File: src/rtl/branch_predictor_btb_pkg.sv
// Shared processor package: ALU opcodes plus the branch-predictor counter
// encodings and the 2-bit saturating update function.
package branch_predictor_btb_pkg;

    typedef enum logic [3:0] {
        ALU_ADD  = 4'h0,
        ALU_SUB  = 4'h1,
        ALU_AND  = 4'h2,
        ALU_OR   = 4'h3,
        ALU_XOR  = 4'h4,
        ALU_SLL  = 4'h5,
        ALU_SRL  = 4'h6,
        ALU_SRA  = 4'h7,
        ALU_SLT  = 4'h8,
        ALU_SLTU = 4'h9,
        ALU_LUI  = 4'hA
    } alu_op_e;

    typedef enum logic [1:0] {
        CNT_SNT = 2'b00,
        CNT_WNT = 2'b01,
        CNT_WT  = 2'b10,
        CNT_ST  = 2'b11
    } bp_cnt_e;

    // Jumps are always taken, so they pin the counter to strong-taken.
    function automatic logic [1:0] sat_cnt_next(input logic [1:0] cnt,
                                                input logic       taken,
                                                input logic       jump);
        logic [1:0] nxt;
        nxt = cnt;
        if (jump)
            nxt = CNT_ST;
        else if (taken)
            nxt = (cnt == CNT_ST)  ? cnt : cnt + 2'b01;
        else
            nxt = (cnt == CNT_SNT) ? cnt : cnt - 2'b01;
        return nxt;
    endfunction

endpackage

File: src/rtl/branch_predictor_btb_sat_counter2.sv
// Per-entry 2-bit saturating counter next-state logic.
module sat_counter2
    import branch_predictor_btb_pkg::*;
(
    input  logic [1:0] cnt,
    input  logic       taken,
    input  logic       jump,
    output logic [1:0] cnt_next
);

    assign cnt_next = sat_cnt_next(cnt, taken, jump);

endmodule

File: src/rtl/branch_predictor_btb.sv
// Direct-mapped flop-based BTB with 2-bit counters, combinational lookup,
// EX-stage misprediction detection and saturating statistics.
module branch_predictor_btb
    import branch_predictor_btb_pkg::*;
#(
    parameter int PC_WIDTH   = 32,
    parameter int BTB_DEPTH  = 16,
    parameter int PC_STEP    = 1,
    parameter int STAT_WIDTH = 32
) (
    input  logic                  clk,
    input  logic                  rst_n,
    input  logic [PC_WIDTH-1:0]   PC_F,
    output logic                  pred_taken_F,
    output logic [PC_WIDTH-1:0]   pred_target_F,
    input  logic                  update_valid_E,
    input  logic [PC_WIDTH-1:0]   update_pc_E,
    input  logic                  update_jump_E,
    input  logic                  update_taken_E,
    input  logic [PC_WIDTH-1:0]   update_target_E,
    input  logic                  pred_taken_E,
    input  logic [PC_WIDTH-1:0]   pred_target_E,
    input  logic                  btb_clear,
    output logic                  mispredict_E,
    output logic [PC_WIDTH-1:0]   redirect_pc_E,
    output logic [STAT_WIDTH-1:0] lookup_cnt,
    output logic [STAT_WIDTH-1:0] mispredict_cnt
);

    localparam int IDX_W = $clog2(BTB_DEPTH);
    localparam int TAG_W = PC_WIDTH - IDX_W;

    logic [BTB_DEPTH-1:0]               valid_q;
    logic [BTB_DEPTH-1:0][TAG_W-1:0]    tag_q;
    logic [BTB_DEPTH-1:0][PC_WIDTH-1:0] tgt_q;
    logic [BTB_DEPTH-1:0][1:0]          cnt_q;
    logic [BTB_DEPTH-1:0][1:0]          cnt_nxt;

    logic [IDX_W-1:0] rd_idx;
    logic [TAG_W-1:0] rd_tag;
    logic [IDX_W-1:0] upd_idx;
    logic [TAG_W-1:0] upd_tag;
    logic             rd_hit;
    logic             upd_hit;

    assign rd_idx  = PC_F[IDX_W-1:0];
    assign rd_tag  = PC_F[PC_WIDTH-1:IDX_W];
    assign upd_idx = update_pc_E[IDX_W-1:0];
    assign upd_tag = update_pc_E[PC_WIDTH-1:IDX_W];

    // Reads see the flop outputs, so a same-cycle update is only visible next cycle.
    assign rd_hit        = valid_q[rd_idx] && (tag_q[rd_idx] == rd_tag);
    assign pred_taken_F  = rd_hit && cnt_q[rd_idx][1];
    assign pred_target_F = tgt_q[rd_idx];

    assign upd_hit = valid_q[upd_idx] && (tag_q[upd_idx] == upd_tag);

    assign mispredict_E  = update_valid_E &&
                           ((pred_taken_E != update_taken_E) ||
                            (update_taken_E && (pred_target_E != update_target_E)));
    assign redirect_pc_E = update_taken_E ? update_target_E
                                          : update_pc_E + PC_WIDTH'(PC_STEP);

    for (genvar i = 0; i < BTB_DEPTH; i++) begin : g_entry
        logic                v_q;
        logic [TAG_W-1:0]    t_q;
        logic [PC_WIDTH-1:0] tg_q;
        logic [1:0]          c_q;
        logic                sel;

        assign sel = update_valid_E && (upd_idx == IDX_W'(i));

        sat_counter2 u_cnt (
            .cnt      (c_q),
            .taken    (update_taken_E),
            .jump     (update_jump_E),
            .cnt_next (cnt_nxt[i])
        );

        always_ff @(posedge clk or negedge rst_n) begin
            if (!rst_n) begin
                v_q  <= 1'b0;
                t_q  <= '0;
                tg_q <= '0;
                c_q  <= CNT_WNT;
            end else if (btb_clear) begin
                v_q <= 1'b0;
            end else if (sel) begin
                if (upd_hit) begin
                    c_q <= cnt_nxt[i];
                    if (update_taken_E)
                        tg_q <= update_target_E;
                end else if (update_taken_E) begin
                    // Allocation evicts whatever aliased into this slot.
                    v_q  <= 1'b1;
                    t_q  <= upd_tag;
                    tg_q <= update_target_E;
                    c_q  <= update_jump_E ? CNT_ST : CNT_WT;
                end
            end
        end

        assign valid_q[i] = v_q;
        assign tag_q[i]   = t_q;
        assign tgt_q[i]   = tg_q;
        assign cnt_q[i]   = c_q;
    end

    always_ff @(posedge clk or negedge rst_n) begin
        if (!rst_n) begin
            lookup_cnt     <= '0;
            mispredict_cnt <= '0;
        end else begin
            if (lookup_cnt != '1)
                lookup_cnt <= lookup_cnt + 1'b1;
            if (mispredict_E && (mispredict_cnt != '1))
                mispredict_cnt <= mispredict_cnt + 1'b1;
        end
    end

endmodule

File: config.mk
export PLATFORM = sky130hd
export DESIGN_NAME = branch_predictor_btb
export DESIGN_NICKNAME = d
export VERILOG_FILES = /design/src/rtl/branch_predictor_btb_pkg.sv /design/src/rtl/branch_predictor_btb_sat_counter2.sv /design/src/rtl/branch_predictor_btb.sv
export SDC_FILE = /design/constraint.sdc
export NUM_CORES = 2
export LEC_CHECK = 0
export CAP_MARGIN = 30
export CORE_ASPECT_RATIO = 0.75
export CORE_UTILIZATION = 30
export CTS_BUF_LIST = sky130_fd_sc_hd__clkbuf_16
export DETAILED_ROUTE_END_ITERATION = 6
export MAX_ROUTING_LAYER = met4
export PLACE_DENSITY = 0.53
export SLEW_MARGIN = 30
export SYNTH_ARGS = -nofsm -noshare
export SYNTH_HDL_FRONTEND = slang
export SYNTH_HIERARCHICAL = 1
export SYNTH_SLANG_ARGS = --single-unit
File: constraint.sdc
create_clock -name clk -period 5.3 [get_ports clk]
set_input_delay 1.06 -clock clk [delete_from_list [all_inputs] [get_ports clk]]
set_output_delay 1.06 -clock clk [all_outputs]
set_load 0.005 [all_outputs]
== Yosys cells after proc, flatten, opt, wreduce, memory -nomap -nowiden ==
Cells that the tools add are included.
Operators by class
  add/sub/neg operators: 35
  magnitude comparators: 2
  eq/ne operators: 70
  bitwise operators: 2
  reductions and logical operators: 122
  muxes and demuxes: 129
Operators by type and width (count)
  binary-select mux 28 bit (select 4 bit): 2
  2-to-1 mux 2 bit: 82
  binary-select mux 32 bit (select 4 bit): 1
  adder 32 x 1 -> 32 bit, second input constant: 3
  AND reduction 3 bit: 32
  AND reduction 5 bit: 16
  2-to-1 mux 32 bit: 2
  != test 32 bit, second input constant: 2
  != test 4 bit, second input constant: 16
  AND reduction 4 bit: 16
  equality test 28 bit: 2
  2-to-1 mux 28 bit: 2
  != test 3 bit, second input constant: 16
  2-to-1 mux 1 bit: 37
  nonzero test 2 bit: 18
  adder 2 x 1 -> 2 bit, second input constant: 16
  equality test 2 bit, second input constant: 16
  equality test 4 bit, second input constant: 8
  logical NOT 2 bit: 16
  != test 32 bit: 1
  subtractor 2 x 1 -> 2 bit, second input constant: 16
  logical AND 1 bit: 22
  equality test 4 x 3 -> 1 bit, second input constant: 4
  less-than comparator 4 x 5 -> 1 bit, second input constant: 2
  9 further kinds: 12
Storage, ports and cells
  input port bits: 135
  output and inout port bits: 130
  logic and storage cells: 426
  bits in registers: 1072

== Logic depth before layout (Yosys ltp) ==
  depth after elaboration: 7
  mapped depth: 16
  depth with buffers taken out: 9

== Cells and area by module ==
The synthesis kept the hierarchy.
By module, submodules not included
  branch_predictor_btb: instances 1, sequential area each 26845.7 um^2, area each 54573.6 um^2, cells an instance 3731
  sat_counter2: instances 16, sequential area each 0.0 um^2, area each 36.3 um^2, cells an instance 7

== Worst setup path before layout ==
Ideal clock, no wire load.
  path type: input to output
  start: input port PC_F[0]
  end: output port pred_target_F[21]
  path slack: 0.254 ns
  stages: 7
  buffers on the path: 5
  data arrival time: 3.986 ns
  cells stage by stage: buf_2 > buf_2 > buf_2 > buf_1 > buf_1 > mux4_2 > mux4_2
Between the ends
  longest elaborated chain between the ends: 2
Ends and longest elaborated chain
  from (decl): RTL line branch_predictor_btb.sv:13  | input logic [PC_WIDTH-1:0] PC_F,
  binary-select mux 32 bit (select 4 bit): RTL line branch_predictor_btb.sv:54  | assign pred_target_F = tgt_q[rd_idx];
  2-to-1 mux 32 bit (implied by the code): RTL line branch_predictor_btb.sv:54
  to (decl): RTL line branch_predictor_btb.sv:15  | output logic [PC_WIDTH-1:0] pred_target_F,
Every way passes these cells. The select of a mux whose other input is x is not followed.

== Worst setup path in the final report ==
  start: input port update_pc_E[4]
  end: output port redirect_pc_E[26]
Between the ends
  longest elaborated chain between the ends: 2
Ends and longest elaborated chain
  from (decl): RTL line branch_predictor_btb.sv:17  | input logic [PC_WIDTH-1:0] update_pc_E,
  adder 32 x 1 -> 32 bit: RTL line branch_predictor_btb.sv:62  | : update_pc_E + PC_WIDTH'(PC_STEP);
  2-to-1 mux 32 bit: RTL line branch_predictor_btb.sv:61  | assign redirect_pc_E = update_taken_E ? update_target_E
  to (decl): RTL line branch_predictor_btb.sv:25  | output logic [PC_WIDTH-1:0] redirect_pc_E,
Every way passes these cells.

==> impl_metrics.prom <==
# TYPE chip_impl_metric gauge
chip_impl_info{name="status",value="finished clean"} 1
chip_impl_metric{name="postSynthRegisterBits",unit=""} 1072
chip_impl_metric{name="holdBufCountCts",unit=""} 0
chip_impl_info{name="worst_path_dominant_cell_family",value="simple AND/OR/NAND/NOR gates"} 1
chip_impl_info{name="synth_most_common_cell",value="dfrtp_1"} 1
chip_impl_metric{name="design.portCount",unit=""} 265
chip_impl_metric{name="summed_instance_area_of_the_synthesized_netlist",unit="um2"} 55200
chip_impl_metric{name="synth_compound_gate_area_share",unit="%"} 2.83
chip_impl_metric{name="cts.path.max_buffers",unit=""} 3
chip_impl_metric{name="fill_cell_count",unit=""} 17200
chip_impl_metric{name="drv.max_cap_violation_count",unit=""} 0
chip_impl_metric{name="synth_edf_count",unit=""} 0
chip_impl_metric{name="yosys-mux-area-fraction",unit="%"} 37.4
chip_impl_metric{name="dieWidth",unit="um"} 497
chip_impl_metric{name="total_leakage_power",unit="nW"} 29.6
chip_impl_metric{name="drcViolationCount",unit=""} 0
chip_impl_info{name="netlist_top_cells_area",value="dfrtp_1 (48%), mux2_2 (20%), mux4_2 (16%)"} 1
chip_impl_metric{name="timing.final.crit_share",unit="%"} 97.6
chip_impl_metric{name="yosys.area_share.adder",unit="%"} 0.136
chip_impl_metric{name="synthesized_area_divided_by_synthesized_cell_count",unit="um2"} 14.4
chip_impl_metric{name="layout-drive-gt1-share",unit="%"} 44.9
chip_impl_metric{name="synth_sequential_area_ratio",unit="%"} 48.7
chip_impl_metric{name="place.gp.congestion",unit=""} 0.896
chip_impl_metric{name="reg2reg_depth",unit=""} 11
chip_impl_info{name="clk_root_buffer_cell",value="clkbuf_16"} 1
chip_impl_metric{name="xor_and_xnor_area_share_after_synthesis",unit="%"} 2.75
chip_impl_info{name="crit_path_end_kind",value="primary output"} 1
chip_impl_metric{name="mappedNetlistNets",unit=""} 3984
chip_impl_metric{name="critical_path_arrival",unit="ns"} 4.11
chip_impl_metric{name="rrSetupSlack",unit="ns"} 1.26
chip_impl_metric{name="portBuffers",unit=""} 264
chip_impl_metric{name="synthCells",unit=""} 3843
chip_impl_metric{name="design.die.area",unit="um2"} 186000
chip_impl_metric{name="cts_sinks",unit=""} 1072
chip_impl_info{name="timing.hold.worst.class",value="primary input to async pin"} 1
chip_impl_metric{name="fp.dieH",unit="um"} 373
chip_impl_metric{name="timing.setup.tns",unit="ns"} 0
chip_impl_metric{name="synth_top_area_share",unit="%"} 47.9
chip_impl_metric{name="final_max_slew_viol_count",unit=""} 0
chip_impl_metric{name="post-layout-total-power",unit="mW"} 22.2
chip_impl_metric{name="tritonroute_pass_1_iters",unit=""} 7
chip_impl_info{name="synthDominantAreaCellType",value="dfrtp_1"} 1
chip_impl_info{name="cp-start-kind",value="primary input"} 1
chip_impl_metric{name="design.core.area",unit="um2"} 182000
chip_impl_metric{name="period_needed",unit="ns"} 5.17
chip_impl_metric{name="dpl.hpwl",unit="um"} 119000
chip_impl_metric{name="viasPerCell",unit=""} 5.29
chip_impl_metric{name="yosys.cell_types.count",unit=""} 63
chip_impl_info{name="crit_path_cell_trace",value="clkdlybuf4s50_1 -> and4_1 -> and3_2 -> buf_12 -> and3_2 -> nor2b_4 -> and4_4 -> nor2b_4 -> buf_4 -> nand3_1 -> xor2_1 -> o21ai_2 -> clkdlybuf4s50_1"} 1
chip_impl_metric{name="ir_worst_vdd",unit="mV"} 0.268
chip_impl_metric{name="grt_overflow_total",unit=""} 0
chip_impl_metric{name="routed_wire_length_per_instance",unit="um"} 27.3
chip_impl_metric{name="drt_iter0_drc",unit=""} 2706
chip_impl_metric{name="drt-total-wl",unit="um"} 182000
chip_impl_metric{name="grt_pass1_vias",unit=""} 36000
chip_impl_metric{name="critical_path.n_buffers_inverters",unit=""} 4
chip_impl_metric{name="overall_global_routing_resource_usage",unit="%"} 20.2
chip_impl_metric{name="timing.fmax",unit="MHz"} 193
chip_impl_info{name="reg2reg_from",value="g_entry[7].t_q[1]"} 1
chip_impl_metric{name="power.share.sequential",unit="%"} 44.2
chip_impl_metric{name="p_sw_share",unit="%"} 26.4
chip_impl_info{name="post_synth_most_frequent_cells",value="dfrtp_1 (1056), mux2_2 (965), mux4_2 (393)"} 1
chip_impl_metric{name="timing_worst_slew_pin_value",unit="ns"} 1.02
chip_impl_metric{name="critPathRequiredTime",unit="ns"} 4.24
chip_impl_info{name="timing.rr.end",value="g_entry[0].t_q[12]"} 1
chip_impl_metric{name="power_frac_comb",unit="%"} 16.5
chip_impl_metric{name="post_synth_and_or_nand_nor_area_fraction",unit="%"} 4.59
chip_impl_info{name="critPathKind",value="primary input to primary output"} 1
chip_impl_metric{name="p_int",unit="mW"} 16.3
chip_impl_metric{name="floorplan.initialDensity",unit="%"} 30.4
chip_impl_metric{name="ys_async_sr_fraction",unit="%"} 100
chip_impl_metric{name="share_clk_of_total_power",unit="%"} 39.2
chip_impl_metric{name="slew-limit-headroom",unit="%"} 32.1
chip_impl_metric{name="clk_pin_slew",unit="ns"} 0.06
chip_impl_metric{name="critPathMaxFanout",unit=""} 4
chip_impl_metric{name="worst_clock_skew",unit="ns"} 0.0536
chip_impl_info{name="cp_slowest_cell",value="clkdlybuf4s50_1"} 1
chip_impl_info{name="rsz0062_at_grt",value="no"} 1
chip_impl_metric{name="drtAntennaViolNets",unit=""} 0
chip_impl_metric{name="placed_cells_incl_taps",unit=""} 6429
chip_impl_metric{name="switching_power",unit="mW"} 5.88
chip_impl_info{name="synth_top_flop_cell",value="dfrtp_1"} 1
chip_impl_metric{name="area_growth_syn_to_layout",unit="%"} 20.8
chip_impl_metric{name="cts.htree.levels",unit=""} 3
chip_impl_metric{name="pwr_density_cell",unit="nW/um2"} 334
chip_impl_metric{name="yosysWarnings",unit=""} 6
chip_impl_metric{name="final_net_count",unit=""} 4299
chip_impl_metric{name="clock_latency",unit="ns"} 0.77
chip_impl_metric{name="grt_pass1_wl",unit="um"} 268000
chip_impl_info{name="cts_tree",value="done"} 1
chip_impl_metric{name="placement_rows",unit=""} 135
chip_impl_metric{name="design_area",unit="um2"} 66600
chip_impl_metric{name="slowest_stage_delay_on_critical_path",unit="ns"} 0.53
chip_impl_metric{name="grt_antenna_before_repair",unit=""} 8
chip_impl_metric{name="final-hold-violation-count",unit=""} 0
chip_impl_metric{name="stdcell_count",unit=""} 6666
chip_impl_metric{name="grt_start_max_net_pins",unit=""} 152
chip_impl_metric{name="postPlaceCellArea",unit="um2"} 62300
chip_impl_metric{name="cts_made_buffers",unit=""} 119
chip_impl_metric{name="vias",unit=""} 35300
chip_impl_metric{name="setup_viol",unit=""} 0
chip_impl_info{name="combinational_family_with_the_most_area_after_synthesis",value="multiplexers"} 1
-- flip-flops by register name, summed over array words and instances (netlist names) --
| register | count |
|---|---|
| g_entry.tg_q | 512 |
| g_entry.t_q | 448 |
| g_entry.c_q | 32 |
| lookup_cnt | 32 |
| mispredict_cnt | 32 |
| g_entry.v_q | 16 |
-- cell usage in the layout (no fill, tap or decap), types with 50 or more instances in the layout --
cell type,count
mux2_2,965
nor2_1,80
o21ai_0,52
xnor2_1,89
nand2_1,137
dfrtp_1,1056
buf_12,78
buf_4,212
nand3_1,50
xor2_1,81
mux4_2,393
clkbuf_16,119
mux2i_1,89
clkdlybuf4s50_1,249
inv_1,70
-- area by class of cell --
class                           count  area [um2]  share of cell area, %
Inverter                           57         214                  0.321
Multi-Input combinational cell   2353       26600                   39.9
Timing Repair Buffer              555        5870                   8.82
Sequential cell                  1072       26800                   40.3
Clock buffer                      119        2980                   4.47
Tap cell                         2397        3000                   4.50
Antenna cell                        5        12.5                 0.0188
Clock inverter                    108        1110                   1.67
-- worst max-delay path by stage --
stage	cells after the start	endpoint	start
finish	13	redirect_pc_E[26]	update_pc_E[4]
global route	13	redirect_pc_E[26]	update_pc_E[5]
CTS	11	pred_taken_F	PC_F[0]
detailed placement	11	pred_taken_F	PC_F[0]
global placement	11	pred_taken_F	PC_F[0]
floorplan	7	pred_target_F[21]	PC_F[0]
-- through the flow --
step,utilization (%),hold WS [ns],setup slack [ns]
2_1_floorplan,-,0.474,0.254
3_3_place_gp,34.3,0.480,-0.743
3_5_place_dp,34.3,0.483,-0.682
4_1_cts,36.6,0.280,-0.157
5_1_grt,36.7,0.299,0.0124
6_report,36.7,0.300,0.128
-- cells by family (layout without fill, tap and decap cells) --
kind of cell / Yosys count / count (layout)
flip-flops: 1072 / 1072
other: 0 / 5
multiplexers: 1448 / 1448
adder cells (fa/ha/maj): 6 / 6
AO/OA/AOI/OAI: 225 / 225
AND/OR/NAND/NOR: 501 / 501
buffers and inverters: 418 / 839
XOR/XNOR: 173 / 173
-- per-layer routing --
layer	up-vias	global-route usage, %	part of all wire, %
met5	-	-	0
met4	0	5.83	3.1
met3	276	2.84	4.5
met2	899	30.6	46
met1	19100	28.1	46
li1	15000	-	-
-- power by group through the flow --
stage / clock network (mW) / logic [mW] / registers [mW]
5_1_grt: 9.27 / 3.92 / 9.96
4_1_cts: 8.92 / 3.70 / 9.82
6_report: 8.72 / 3.67 / 9.83
3_5_place_dp: 0 / 3.67 / 9.96
2_1_floorplan: 0 / 2.33 / 9.72
3_3_place_gp: 0 / 3.61 / 9.95
-- timing repair --
item	in CTS	in global routing
cloned	1	0
pin swaps	3	3
resized for setup	22	15
setup buffers	0	3
setup endpoints to repair	9	12
No activity file was read; power rests on OpenSTA's default activity.
